<file path="config.mk">
export PLATFORM = sky130hd
export DESIGN_NAME = rv_multicycle_sequencer
export DESIGN_NICKNAME = d
export VERILOG_FILES = /design/src/rtl/rv_multicycle_sequencer.sv
export SDC_FILE = /design/constraint.sdc
export NUM_CORES = 1
export LEC_CHECK = 0
export CORE_MARGIN = 8
export CORE_UTILIZATION = 42
export DETAILED_ROUTE_END_ITERATION = 12
export PLACE_DENSITY = 0.71
export SYNTH_ARGS = -nofsm -noshare
export SYNTH_HDL_FRONTEND = slang
export SYNTH_SLANG_ARGS = --single-unit
export TNS_END_PERCENT = 50
</file>
<file path="constraint.sdc">
create_clock -name clk -period 2.5 [get_ports clk]
set_input_delay 0.625 -clock clk [delete_from_list [all_inputs] [get_ports clk]]
set_output_delay 0.625 -clock clk [all_outputs]
set_load 0.01 [all_outputs]
</file>
<file path="src/rtl/rv_multicycle_sequencer.sv">
// Multicycle RISC-V style control sequencer: FETCH/DECODE/EXECUTE/MEM/WRITEBACK with a timed memory handshake.
// Optional retire counter enabled by defining RV_SEQ_INSTRET_EN.
module rv_multicycle_sequencer #(
    parameter int WORD_SIZE   = 32,
    parameter int ADDR_WIDTH  = 16,
    parameter int RESET_PC    = 0,
    parameter int ACK_TIMEOUT = 15
) (
    input  logic                  clk,
    input  logic                  rst,
    output logic                  mem_req,
    output logic                  mem_we,
    output logic [ADDR_WIDTH-1:0] mem_addr,
    output logic [WORD_SIZE-1:0]  mem_wdata,
    input  logic                  mem_ack,
    input  logic [WORD_SIZE-1:0]  mem_rdata,
    output logic [WORD_SIZE-1:0]  instr,
    input  logic                  dec_is_load,
    input  logic                  dec_is_store,
    input  logic                  dec_is_branch,
    input  logic                  dec_illegal,
    input  logic [WORD_SIZE-1:0]  alu_result,
    input  logic [WORD_SIZE-1:0]  rv2,
    input  logic                  branch_taken,
    input  logic [ADDR_WIDTH-1:0] branch_target,
    output logic                  rf_we,
    output logic [WORD_SIZE-1:0]  rf_wdata,
    output logic [ADDR_WIDTH-1:0] pc,
    output logic                  error,
    output logic [31:0]           instret
);

    localparam int WAIT_W = (ACK_TIMEOUT > 1) ? $clog2(ACK_TIMEOUT) : 1;
    localparam logic [WAIT_W-1:0] WAIT_LAST = WAIT_W'((ACK_TIMEOUT > 0) ? ACK_TIMEOUT - 1 : 0);
    localparam logic [ADDR_WIDTH-1:0] RESET_ADDR = ADDR_WIDTH'(RESET_PC);

    typedef enum logic [2:0] {
        ST_START     = 3'd0,
        ST_FETCH     = 3'd1,
        ST_DECODE    = 3'd2,
        ST_EXECUTE   = 3'd3,
        ST_MEM       = 3'd4,
        ST_WRITEBACK = 3'd5,
        ST_ERROR     = 3'd6
    } state_t;

    state_t                state_r, state_s;
    logic [ADDR_WIDTH-1:0] pc_r, pc_s;
    logic [ADDR_WIDTH-1:0] mem_addr_r, mem_addr_s;
    logic [WORD_SIZE-1:0]  instr_r, instr_s;
    logic [WORD_SIZE-1:0]  result_r, result_s;
    logic [WORD_SIZE-1:0]  load_data_r, load_data_s;
    logic [WORD_SIZE-1:0]  mem_wdata_r, mem_wdata_s;
    logic [WORD_SIZE-1:0]  rf_wdata_r, rf_wdata_s;
    logic [WAIT_W-1:0]     wait_cnt_r, wait_cnt_s;
    logic                  mem_req_r, mem_req_s;
    logic                  mem_we_r, mem_we_s;
    logic                  rf_we_r, rf_we_s;
    logic                  error_r, error_s;
    logic                  ack_s, in_req_state_s, timeout_s;

    function automatic logic writes_rf(input logic is_store, input logic is_branch);
        return !(is_store || is_branch);
    endfunction

    // Handshake qualification: an ack only counts while a request is actually on the bus.
    always_comb begin
        ack_s          = mem_ack & mem_req_r;
        in_req_state_s = (state_r == ST_FETCH) || (state_r == ST_MEM);
        timeout_s      = (ACK_TIMEOUT != 0) && in_req_state_s && !ack_s && (wait_cnt_r == WAIT_LAST);
    end

    // Next-state logic; any unencoded state falls into the terminal fault state.
    always_comb begin
        state_s = state_r;
        case (state_r)
            ST_START: state_s = ST_FETCH;
            ST_FETCH: begin
                if (ack_s) begin
                    state_s = ST_DECODE;
                end else if (timeout_s) begin
                    state_s = ST_ERROR;
                end else begin
                    state_s = ST_FETCH;
                end
            end
            ST_DECODE: begin
                if (dec_illegal) begin
                    state_s = ST_ERROR;
                end else begin
                    state_s = ST_EXECUTE;
                end
            end
            ST_EXECUTE: begin
                if (dec_is_load || dec_is_store) begin
                    state_s = ST_MEM;
                end else begin
                    state_s = ST_WRITEBACK;
                end
            end
            ST_MEM: begin
                if (ack_s) begin
                    state_s = ST_WRITEBACK;
                end else if (timeout_s) begin
                    state_s = ST_ERROR;
                end else begin
                    state_s = ST_MEM;
                end
            end
            ST_WRITEBACK: state_s = ST_FETCH;
            ST_ERROR:     state_s = ST_ERROR;
            default:      state_s = ST_ERROR;
        endcase
    end

    // Datapath next values: instruction, ALU result, load data, pc and the ack wait counter.
    always_comb begin
        instr_s     = instr_r;
        result_s    = result_r;
        load_data_s = load_data_r;
        pc_s        = pc_r;
        wait_cnt_s  = wait_cnt_r;
        if ((state_r == ST_FETCH) && ack_s) begin
            instr_s = mem_rdata;
        end else begin
            instr_s = instr_r;
        end
        if (state_r == ST_EXECUTE) begin
            result_s = alu_result;
        end else begin
            result_s = result_r;
        end
        if ((state_r == ST_MEM) && ack_s && dec_is_load) begin
            load_data_s = mem_rdata;
        end else begin
            load_data_s = load_data_r;
        end
        if (state_r == ST_WRITEBACK) begin
            if (dec_is_branch && branch_taken) begin
                pc_s = branch_target;
            end else begin
                pc_s = pc_r + ADDR_WIDTH'(1);
            end
        end else begin
            pc_s = pc_r;
        end
        if ((ACK_TIMEOUT == 0) || !in_req_state_s || ack_s || (state_s != state_r)) begin
            wait_cnt_s = '0;
        end else begin
            wait_cnt_s = wait_cnt_r + WAIT_W'(1);
        end
    end

    // Output next values, derived from the upcoming state so every output leaves a flop.
    always_comb begin
        mem_req_s   = (state_s == ST_FETCH) || (state_s == ST_MEM);
        mem_we_s    = (state_s == ST_MEM) && dec_is_store;
        rf_we_s     = (state_s == ST_WRITEBACK) && writes_rf(dec_is_store, dec_is_branch);
        error_s     = (state_s == ST_ERROR);
        mem_addr_s  = mem_addr_r;
        mem_wdata_s = mem_wdata_r;
        rf_wdata_s  = rf_wdata_r;
        case (state_s)
            ST_FETCH: mem_addr_s = pc_s;
            ST_MEM: begin
                mem_addr_s  = result_s[ADDR_WIDTH-1:0];
                mem_wdata_s = rv2;
            end
            ST_WRITEBACK: begin
                if (dec_is_load) begin
                    rf_wdata_s = load_data_s;
                end else begin
                    rf_wdata_s = result_s;
                end
            end
            default: mem_addr_s = mem_addr_r;
        endcase
    end

    // State, pc and wait counter registers.
    always_ff @(posedge clk or negedge rst) begin
        if (!rst) begin
            state_r    <= ST_START;
            pc_r       <= RESET_ADDR;
            wait_cnt_r <= '0;
        end else begin
            state_r    <= state_s;
            pc_r       <= pc_s;
            wait_cnt_r <= wait_cnt_s;
        end
    end

    // Internal datapath registers.
    always_ff @(posedge clk or negedge rst) begin
        if (!rst) begin
            instr_r     <= '0;
            result_r    <= '0;
            load_data_r <= '0;
        end else begin
            instr_r     <= instr_s;
            result_r    <= result_s;
            load_data_r <= load_data_s;
        end
    end

    // Registered memory, register-file and fault outputs.
    always_ff @(posedge clk or negedge rst) begin
        if (!rst) begin
            mem_req_r   <= 1'b0;
            mem_we_r    <= 1'b0;
            mem_addr_r  <= '0;
            mem_wdata_r <= '0;
            rf_we_r     <= 1'b0;
            rf_wdata_r  <= '0;
            error_r     <= 1'b0;
        end else begin
            mem_req_r   <= mem_req_s;
            mem_we_r    <= mem_we_s;
            mem_addr_r  <= mem_addr_s;
            mem_wdata_r <= mem_wdata_s;
            rf_we_r     <= rf_we_s;
            rf_wdata_r  <= rf_wdata_s;
            error_r     <= error_s;
        end
    end

`ifdef RV_SEQ_INSTRET_EN
    logic [31:0] instret_r;

    // Retire counter: one count per WRITEBACK cycle, wrapping naturally.
    always_ff @(posedge clk or negedge rst) begin
        if (!rst) begin
            instret_r <= 32'd0;
        end else if (state_r == ST_WRITEBACK) begin
            instret_r <= instret_r + 32'd1;
        end else begin
            instret_r <= instret_r;
        end
    end

    assign instret = instret_r;
`else
    assign instret = 32'd0;
`endif

    assign mem_req   = mem_req_r;
    assign mem_we    = mem_we_r;
    assign mem_addr  = mem_addr_r;
    assign mem_wdata = mem_wdata_r;
    assign instr     = instr_r;
    assign rf_we     = rf_we_r;
    assign rf_wdata  = rf_wdata_r;
    assign pc        = pc_r;
    assign error     = error_r;

endmodule

</file>
### Word-level counts from Yosys, hierarchy flattened

Index checks and enable logic that the tools add are counted.

| storage, ports and cells | value |
|---|---|
| output and inout port bits | 164 |
| bits in latches | 0 |
| input bits | 120 |
| bits in read-only memories | 0 |
| memories | 0 |
| register bits after elaboration | 203 |
| memory bits (writable) | 0 |

| operators by class | value |
|---|---|
| bitwise operators | 1 |
| $mul | 0 |
| equality and inequality tests | 11 |
| $lt $le $gt $ge | 0 |
| divide/modulo/power cells | 0 |
| reductions and logical operators | 20 |
| add/sub/neg operators | 2 |
| muxes and demuxes | 14 |
| shifts and indexed selects | 0 |

Operator list:

| kind | number |
|---|---|
| 32-bit 2-to-1 mux | 3 |
| 16-bit 2-to-1 mux | 2 |
| 16-bit case mux with 2 select lines | 1 |
| 16-bit by 1-bit adder with 16-bit output (second input constant) | 1 |
| 3-bit equality test (second input constant) | 5 |
| 3-bit case mux with 5 select lines | 1 |
| 3-bit 2-to-1 mux | 3 |
| 1-bit logical AND | 8 |
| 3-bit by 1-bit equality test with 1-bit output (second input constant) | 2 |
| 3-bit by 2-bit equality test with 1-bit output (second input constant) | 2 |
| 1-bit logical OR | 6 |
| 4-bit by 1-bit adder with 4-bit output (second input constant) | 1 |
| 4-bit equality test (second input constant) | 1 |
| 2-bit 2-to-1 mux | 2 |
| 4-bit 2-to-1 mux | 1 |
| 1-bit logical NOT | 3 |
| 3-bit logical NOT | 1 |
| 3-bit inequality test | 1 |
| 2-bit nonzero test | 1 |
| 2-bit OR reduction | 1 |
| 1-bit AND | 1 |
| 1-bit 2-to-1 mux | 1 |

### Longest topological paths before layout

Gate-level depths: netlist of run 1.

| depth | value |
|---|---|
| depth in word-level cells | 10 |
| mapped depth | 10 |
| mapped depth without buffers | 7 |

### Worst setup path before layout of run 1

No wires, ideal clock.

| timing | value |
|---|---|
| path type | input port to flip-flop |
| from | in dec_is_load |
| to | reg rf_wdata_r[24], in the netlist rf_wdata[24] |
| cell stages on the path | 8 |
| arrival | 2021 ps |
| required time | 2364 ps |
| slack | 343 ps |
| path buffers | 3 |
| cell sequence | buf_1 -> inv_1 -> or3_1 -> buf_2 -> buf_6 -> mux2_4 -> mux2i_1 -> o21ai_0 |

| between the ends | value |
|---|---|
| elaborated cells on any way between the ends | 7 |

RTL lines:

| element | line | text |
|---|---|---|
| start: declaration | 18 | `input logic dec_is_load,` |
| 1-bit logical AND | 133 | `if ((state_r == ST_MEM) && ack_s && dec_is_load) begin` |
| 32-bit 2-to-1 mux | 133 |  |
| net load_data_s[24] | 52 | `logic [WORD_SIZE-1:0] load_data_r, load_data_s;` |
| 32-bit 2-to-1 mux | 170 | `if (dec_is_load) begin` |
| end signal: assignment | 222 | `rf_wdata_r <= rf_wdata_s;` |
| end: declaration | 54 | `logic [WORD_SIZE-1:0] rf_wdata_r, rf_wdata_s;` |

The timed path passes the listed nets, and every way through them passes these cells.
A chain may end at the register's enable or synchronous reset.

### Final worst setup path of run 1

| timing | value |
|---|---|
| from | reg wait_cnt_r[0] |
| to | reg mem_wdata_r[29], in the netlist mem_wdata[29] |

| between the ends | value |
|---|---|
| longest elaborated chain between the ends | 6 |
| elaborated cells on any way between the ends | 8 |

Ends and longest elaborated chain:

| element | line | text |
|---|---|---|
| start: declaration | 55 | `logic [WAIT_W-1:0] wait_cnt_r, wait_cnt_s;` |
| start signal: assignment | 189 | `wait_cnt_r <= wait_cnt_s;` |
| 4-bit equality test * | 70 | `timeout_s = (ACK_TIMEOUT != 0) && in_req_state_s && !ack_s && (wait_cnt_r == WAIT_LAST);` |
| 1-bit logical AND * | 70 |  |
| 3-bit 2-to-1 mux / 2-bit 2-to-1 mux (equally long branches) | 81, 104 |  |
| 3-bit 2-to-1 mux / 2-bit 2-to-1 mux (equally long branches) | 79, 102 |  |
| 3-bit case mux with 5 select lines * | 76 | `case (state_r)` |
| 3-bit equality test * | 163 | `case (state_s)` |
| end signal: assignment | 220 | `mem_wdata_r <= mem_wdata_s;` |
| end: declaration | 53 | `logic [WORD_SIZE-1:0] mem_wdata_r, mem_wdata_s;` |

Mark *: on every way between the ends. The rest lies on a longest branch, timed or not.

==> out/qor_table.md, run 1 <==
| Result | Value |
|:---|:---|
| Run status | completed |
| Number of max-cap violations | 0 |
| Final core utilization | 60.5% |
| CTS sink count | 203 |
| Number of antenna violations at the first check in global routing | 1 |
| Sum of internal, switching and leakage power | 8.70 mW |
| Crit path capture | mem_wdata[29] |
| Post-Route WL | 25200 um |
| Kind of path behind the tightest hold check | in -> async |
| Final critical-path required period | 2300 ps |
| Clock slew at reported path FFs | 60 ps |
| Total gr overflow | 0 |
| Reg-to-reg slack, setup | 200 ps |
| Leakage | 5.96 nW |
| Worst setup path class | reg -> reg |
| Worst Tran Pin Value | 667 ps |
| Launching element type of the critical path | flip-flop |
| Combined area of the multi-input logic cells | 3450 um^2 |
| Cells after Synth | 712 |
| Number of design rule violations left after detail routing | 0 |
| Final weighted congestion of routability-driven global placement | 0.837 |
| Worst r2r dst | mem_wdata[29] |
| Ys async rst share | 100% |
| Synthesized area per cell | 12.6 um^2 |
| Global-route wire length before repair | 39000 um |
| Count of buffers from port buffering | 251 |
| Sequential element share of the synthesized area | 56.5% |
| Area of the die | 26300 um^2 |
| Distinct cell type count of the synthesized netlist | 56 |
| Clock Skews | 7.05 ps |
| Filler Cells Inserted | 1706 |
| GR Util All Layers | 18.5% |
| Storage cell area | 5080 um^2 |
| Die span in x | 162 um |
| Ant diodes | 0 |
| Number of global-route vias before repair | 6763 |
| Placeable Area | 21000 um^2 |
| DRT Pass-1 Iters | 4 |
| Y dimension of the die | 162 um |
| Area grow syn2layout | 41.3% |
| Endpoints failing setup | 0 |
| Routed vias | 6387 |
| Maximum number of pins on one net before global-route repair | 66 |
| Clock Tree Root | sky130_fd_sc_hd__clkbuf_16 |
| Effective utilization at floorplan | 42.8% |
| Tcrit/Tclk final | 92.1% |
| Worst rel slew slack | 55.5% |
| Post-synth EDFFs | 0 |
| Req. time, crit path | 2890 ps |
| Primary flip-flop cell chosen by synthesis mapping | sky130_fd_sc_hd__dfrtp_1 |
| Crit-path max FO | 7 |
| First element of the critical path | wait_cnt_r[0] |
| FF-to-FF Start | wait_cnt_r[0] |
| Post-synthesis register bit count | 203 |
| Number of max-slew violations in the final report | 0 |
| Worst skew pair latency | 510 ps |
| Number of cells on the worst reg-to-reg path | 8 |
| Peak clock frequency supported by timing | 434 MHz |
| Share of final-layout standard cells stronger than drive strength 1 | 19.0% |
| Setup repair after global routing missed its margin | no |
| Total negative slack | 0 ps |
| Wire per inst | 19.9 um |
| Synth Cell Area | 8990 um^2 |
| Average via count per standard cell | 5.04 |
| Buffers from clock root to sink, at most | 3 |
| Worst supply voltage drop on vdd | 0.000427 V |
| Nets@finish | 1098 |
| Clock H-tree levels | 1 |
| Detailed Place HPWL | 18300 um |
| Detailed router's first-iteration violation count | 293 |
| Final ANT Viol Nets | 0 |
| Fin cells | 1267 |
| Standard-cell row count | 53 |
| Post-CTS Setup Repair Bufs | 0 |
| Count of synthesis-stage warnings from yosys | 0 |
| Total count of hold-check failures in the final report | 0 |
| Count of pins on the block boundary | 284 |
| Clock buffer count from CTS | 23 |
| Type of element capturing the critical path | flip-flop |
| Cell count after placement | 1225 |
| TritonCTS clock tree | yes |
| Arrival time reported for the critical path endpoint | 2690 ps |
| Power per unit of standard cell area | 685 nW/um^2 |
cell type report:
class | count | area share, %
Clock buffer | 32 | 5.11
Clock inverter | 10 | 1.50
Inverter | 39 | 1.15
Multi-Input combinational cell | 428 | 27.1
Sequential cell | 203 | 40.0
Tap cell | 275 | 2.71
Timing Repair Buffer | 280 | 22.5
worst max-delay path, cell delays in order (launching register included):
cell and delay [ps]:
sky130_fd_sc_hd__dfrtp_1 410, sky130_fd_sc_hd__inv_1 70, sky130_fd_sc_hd__ha_1 180, sky130_fd_sc_hd__nand3_1 120, sky130_fd_sc_hd__o311ai_1 520, sky130_fd_sc_hd__nor2_1 170, sky130_fd_sc_hd__and3_4 220, sky130_fd_sc_hd__buf_4 180
sky130_fd_sc_hd__mux2_4 310
cell families after synthesis:
group,Yosys count,share of synthesized area [%]
compound gates,97,7.36
xor+xnor,2,0.195
fa+ha+maj,3,0.417
buf+inv,112,6.72
flops,203,56.5
mux,165,21.5
other cells,1,0.0417
simple gates,129,7.25
sequential cells by signal (all words and copies together), names as in the netlist:
signal,flops
mem_wdata,32
instr,32
mem_addr,16
mem_we,1
mem_req,1
load_data_r,32
rf_wdata,32
result_r,32
error,1
state_r,3
wait_cnt_r,4
rf_we,1
pc,16
layout by cell type, fill, tap and decap left out, drive strengths merged, types with 2 or more instances in the layout:
cell type,instances
a21oi,10
a2bb2oi,2
a31oi,2
and2,6
and3,6
and4,4
buf,30
bufinv,5
clkbuf,33
clkdlybuf4s50,249
clkinv,4
conb,32
dfrtp,203
ha,3
inv,40
mux2,113
mux2i,52
nand2,55
nand2b,3
nand3,11
nand3b,4
nand4,8
nor2,15
nor3,8
o211ai,3
o21ai,38
o221ai,21
o22a,9
or2,2
or3,2
cells in the mapped netlist (2+ instances only):
cell type | n | share of area (%)
sky130_fd_sc_hd__clkbuf_1 | 17 | 0.71
sky130_fd_sc_hd__inv_1 | 39 | 1.6
sky130_fd_sc_hd__a31oi_1 | 2 | 0.14
sky130_fd_sc_hd__buf_2 | 9 | 0.50
sky130_fd_sc_hd__nand3_1 | 11 | 0.61
sky130_fd_sc_hd__nand2_1 | 55 | 2.3
sky130_fd_sc_hd__nor3_1 | 8 | 0.45
sky130_fd_sc_hd__nand3b_1 | 3 | 0.25
sky130_fd_sc_hd__mux2i_1 | 52 | 5.8
sky130_fd_sc_hd__nand4_1 | 8 | 0.56
sky130_fd_sc_hd__mux2_4 | 38 | 6.3
sky130_fd_sc_hd__and3_1 | 5 | 0.35
sky130_fd_sc_hd__and2_1 | 6 | 0.42
sky130_fd_sc_hd__nand2b_1 | 2 | 0.14
sky130_fd_sc_hd__dfrtp_1 | 203 | 56
sky130_fd_sc_hd__buf_1 | 8 | 0.33
sky130_fd_sc_hd__o21ai_1 | 22 | 1.2
sky130_fd_sc_hd__a2bb2oi_1 | 2 | 0.19
sky130_fd_sc_hd__ha_1 | 3 | 0.42
sky130_fd_sc_hd__o211ai_1 | 3 | 0.25
sky130_fd_sc_hd__a21oi_1 | 10 | 0.56
sky130_fd_sc_hd__or3_1 | 2 | 0.14
sky130_fd_sc_hd__o221ai_1 | 21 | 2.0
sky130_fd_sc_hd__and4_1 | 4 | 0.39
sky130_fd_sc_hd__o21ai_0 | 16 | 0.89
sky130_fd_sc_hd__buf_6 | 7 | 0.88
sky130_fd_sc_hd__nor2_1 | 15 | 0.63
sky130_fd_sc_hd__mux2_2 | 74 | 9.3
sky130_fd_sc_hd__buf_4 | 32 | 2.7
sky130_fd_sc_hd__o22a_1 | 9 | 0.88
where the power goes:
part	switching (mW)	leakage (nW)	internal [mW]	total (mW)
sequential	0.143	2.60	3.56	3.70
clock	1.35	0.414	2.34	3.69
combinational	0.558	2.95	0.754	1.31
total	2.05	5.96	6.66	8.70
stage by stage:
| stage | hold WS, ps | instance area, um^2 | setup WS, ps |
|---|---|---|---|
| floorplan | 329 | 9110 | 343 |
| global placement | 463 | 11900 | -309 |
| detailed placement | 476 | 11900 | -358 |
| CTS | 100 | 12700 | 13.7 |
| global route | 135 | 12700 | 79.4 |
| finish | 103 | 12700 | 197 |
routing by layer:
layer | vias up | wire length, um | track usage [%]
li1 | 2970 | - | -
met1 | 3143 | 10900 | 23.9
met2 | 242 | 11800 | 30.4
met3 | 30 | 2100 | 5.29
met4 | 2 | 341 | 3.58
met5 | - | 10 | 0
how the worst min path moves through the flow:
stage | endpoint | startpoint | depth (start not counted)
6_report | load_data_r[6] | rst | 1
5_1_grt | load_data_r[6] | rst | 1
4_1_cts | instr[20] | rst | 1
3_5_place_dp | rf_wdata[4] | rf_wdata[4] | 2
3_3_place_gp | rf_wdata[0] | rf_wdata[0] | 2
2_1_floorplan | error | rst | 0
timing repair:
action,in CTS,in global routing
endpoints found under the hold margin,0,0
endpoints found under the setup margin,0,13
gates resized for setup,0,2
hold buffers,0,0
Power figures use the tool's default switching activity.
==> run 2, diff against run 1 <==
--- a/config.mk
+++ b/config.mk
@@ -5,6 +5,7 @@
 export SDC_FILE = /design/constraint.sdc
 export NUM_CORES = 1
 export LEC_CHECK = 0
+export CORE_ASPECT_RATIO = 1.2
 export CORE_MARGIN = 8
 export CORE_UTILIZATION = 42
 export DETAILED_ROUTE_END_ITERATION = 12
==> run 2 against run 1 <==
Sequential share of layout area up 0.22 points; global-route usage down 0.054 points; register-to-register slack improved by 100 ps; design area fell by 0.55%; die area hardly changed; first-iteration DRC count shrank 2.0%; sequential cell count unchanged; final cell count is 0.55% lower; non-clock buffer count down 1; critical path type is now reg -> out; largest power group unchanged; highest routed layer unchanged.
==> out/qor_table.md, run 2 (synthesized netlist as in run 1, its figures left out) <==
| Result | Value |
|:---|:---|
| Run status | completed |
| Fin cells | 1260 |
| Launching element type of the critical path | flip-flop |
| Final weighted congestion of routability-driven global placement | 0.860 |
| Final ANT Viol Nets | 0 |
| Area of the die | 26400 um^2 |
| Worst skew pair latency | 500 ps |
| Share of final-layout standard cells stronger than drive strength 1 | 18.9% |
| Number of antenna violations at the first check in global routing | 1 |
| Worst rel slew slack | 55.4% |
| Number of cells on the worst reg-to-reg path | 8 |
| Type of element capturing the critical path | output pin |
| Ant diodes | 0 |
| Worst stage delay on the critical path | 600 ps |
| Worst r2r dst | mem_wdata[0] |
| Quantity of gates resized following cts | 0 |
| Worst supply voltage drop on vdd | 0.000652 V |
| Number of global-route vias before repair | 6869 |
| Count of buffers from port buffering | 251 |
| CTS sink count | 203 |
| Total negative slack | 0 ps |
| Clock H-tree levels | 1 |
| Average via count per standard cell | 5.05 |
| Standard-cell row count | 58 |
| Clock slew at reported path FFs | 60 ps |
| Global-route wire length before repair | 38600 um |
| Arrival time reported for the critical path endpoint | 1610 ps |
| Filler Cells Inserted | 1758 |
| Maximum number of pins on one net before global-route repair | 60 |
| Req. time, crit path | 1880 ps |
| Power per unit of standard cell area | 676 nW/um^2 |
| Nets@finish | 1097 |
| Number of buffer and inverter stages on the critical path | 1 |
| Clock buffer count from CTS | 23 |
| DRT Pass-1 Iters | 4 |
| Area grow syn2layout | 40.6% |
| Cell count after placement | 1219 |
| Total count of hold-check failures in the final report | 0 |
| Crit path cell chain | clkdlybuf4s50_1 |
| Post-CTS Setup Repair Bufs | 0 |
| TritonCTS clock tree | yes |
| CP max-delay cell | sky130_fd_sc_hd__clkdlybuf4s50_1 |
| Worst setup path class | reg -> out |
| Clock Skews | 14.9 ps |
| Post-Route WL | 24900 um |
| Endpoints failing setup | 0 |
| Kind of path behind the tightest hold check | in -> async |
| Total gr overflow | 0 |
| Peak clock frequency supported by timing | 448 MHz |
| FF-to-FF Start | wait_cnt_r[0] |
| Placeable Area | 21000 um^2 |
| Detailed router's first-iteration violation count | 287 |
| Die span in x | 150 um |
| Clock Tree Root | sky130_fd_sc_hd__clkbuf_16 |
| Commonest cells after routing, fill and taps aside | sky130_fd_sc_hd__clkdlybuf4s50_1, sky130_fd_sc_hd__dfrtp_1, sky130_fd_sc_hd__mux2_2 |
| Cell class contributing the biggest share of worst-path delay | buffers and inverters |
| Y dimension of the die | 176 um |
| Hold buffer count at CTS | 0 |
| Crit-path max FO | 9 |
| Detailed Place HPWL | 18400 um |
| Number of max-slew violations in the final report | 0 |
| Reg-to-reg slack, setup | 300 ps |
| Leakage | 5.93 nW |
| Tcrit/Tclk final | 89.3% |
| Worst Tran Pin Value | 669 ps |
| Setup repair after global routing missed its margin | no |
| Count of pins on the block boundary | 284 |
| Effective utilization at floorplan | 42.9% |
| GR Util All Layers | 18.4% |
| Wire per inst | 19.8 um |
| Number of max-cap violations | 0 |
| Number of design rule violations left after detail routing | 0 |
| Final critical-path required period | 2230 ps |
| Routed vias | 6369 |
| Most common cell after layout, fill and taps aside | sky130_fd_sc_hd__clkdlybuf4s50_1 |
| Buffers from clock root to sink, at most | 3 |
## run 2: routing by layer
layer | wire, um | vias up | track usage [%]
met5 | 13 | - | 0
met4 | 257 | 2 | 3.46
met3 | 1940 | 23 | 4.25
met2 | 12500 | 219 | 31.8
met1 | 10200 | 3160 | 23.1
li1 | - | 2965 | -
## run 2: power breakdown
part	internal, mW	switching, mW	total, mW
sequential	3.56	0.140	3.70
clock	2.22	1.31	3.54
combinational	0.749	0.560	1.31
## run 2: final cells by class
type	instances	area [um^2]	area share, %
tap	270	338	2.67
clock inverter	11	165	1.31
inverter	39	146	1.16
timing repair buffer	279	2830	22.4
multi-input combinational	428	3430	27.2
clock buffer	30	642	5.08
sequential	203	5080	40.2
## run 2: how the worst max path moves through the flow
| stage | start | to | slack [ps] | cells after the start |
|---|---|---|---|---|
| floorplan | dec_is_load | rf_wdata[24] | 340 | 8 |
| global placement | mem_ack | mem_addr[1] | -140 | 6 |
| finish | pc[8] | pc[8] | 270 | 1 |
| detailed placement | mem_ack | mem_addr[9] | -230 | 6 |
| global route | wait_cnt_r[0] | mem_wdata[0] | 150 | 8 |
| CTS | wait_cnt_r[0] | mem_addr[7] | 190 | 7 |
## run 2: through the flow
| step | total power [mW] | cell area (um^2) | setup slack [ps] | hold WS [ps] | utilization [%] |
|---|---|---|---|---|---|
| 2_1_floorplan | 4.29 | 9110 | 343 | 329 | - |
| 3_3_place_gp | 5.05 | 11800 | -144 | 464 | 56.4 |
| 3_5_place_dp | 5.07 | 11800 | -228 | 475 | 56.4 |
| 4_1_cts | 8.67 | 12600 | 188 | 22.3 | 60.2 |
| 5_1_grt | 8.91 | 12600 | 148 | 29.6 | 60.3 |
| 6_report | 8.55 | 12600 | 267 | 37.6 | 60.3 |
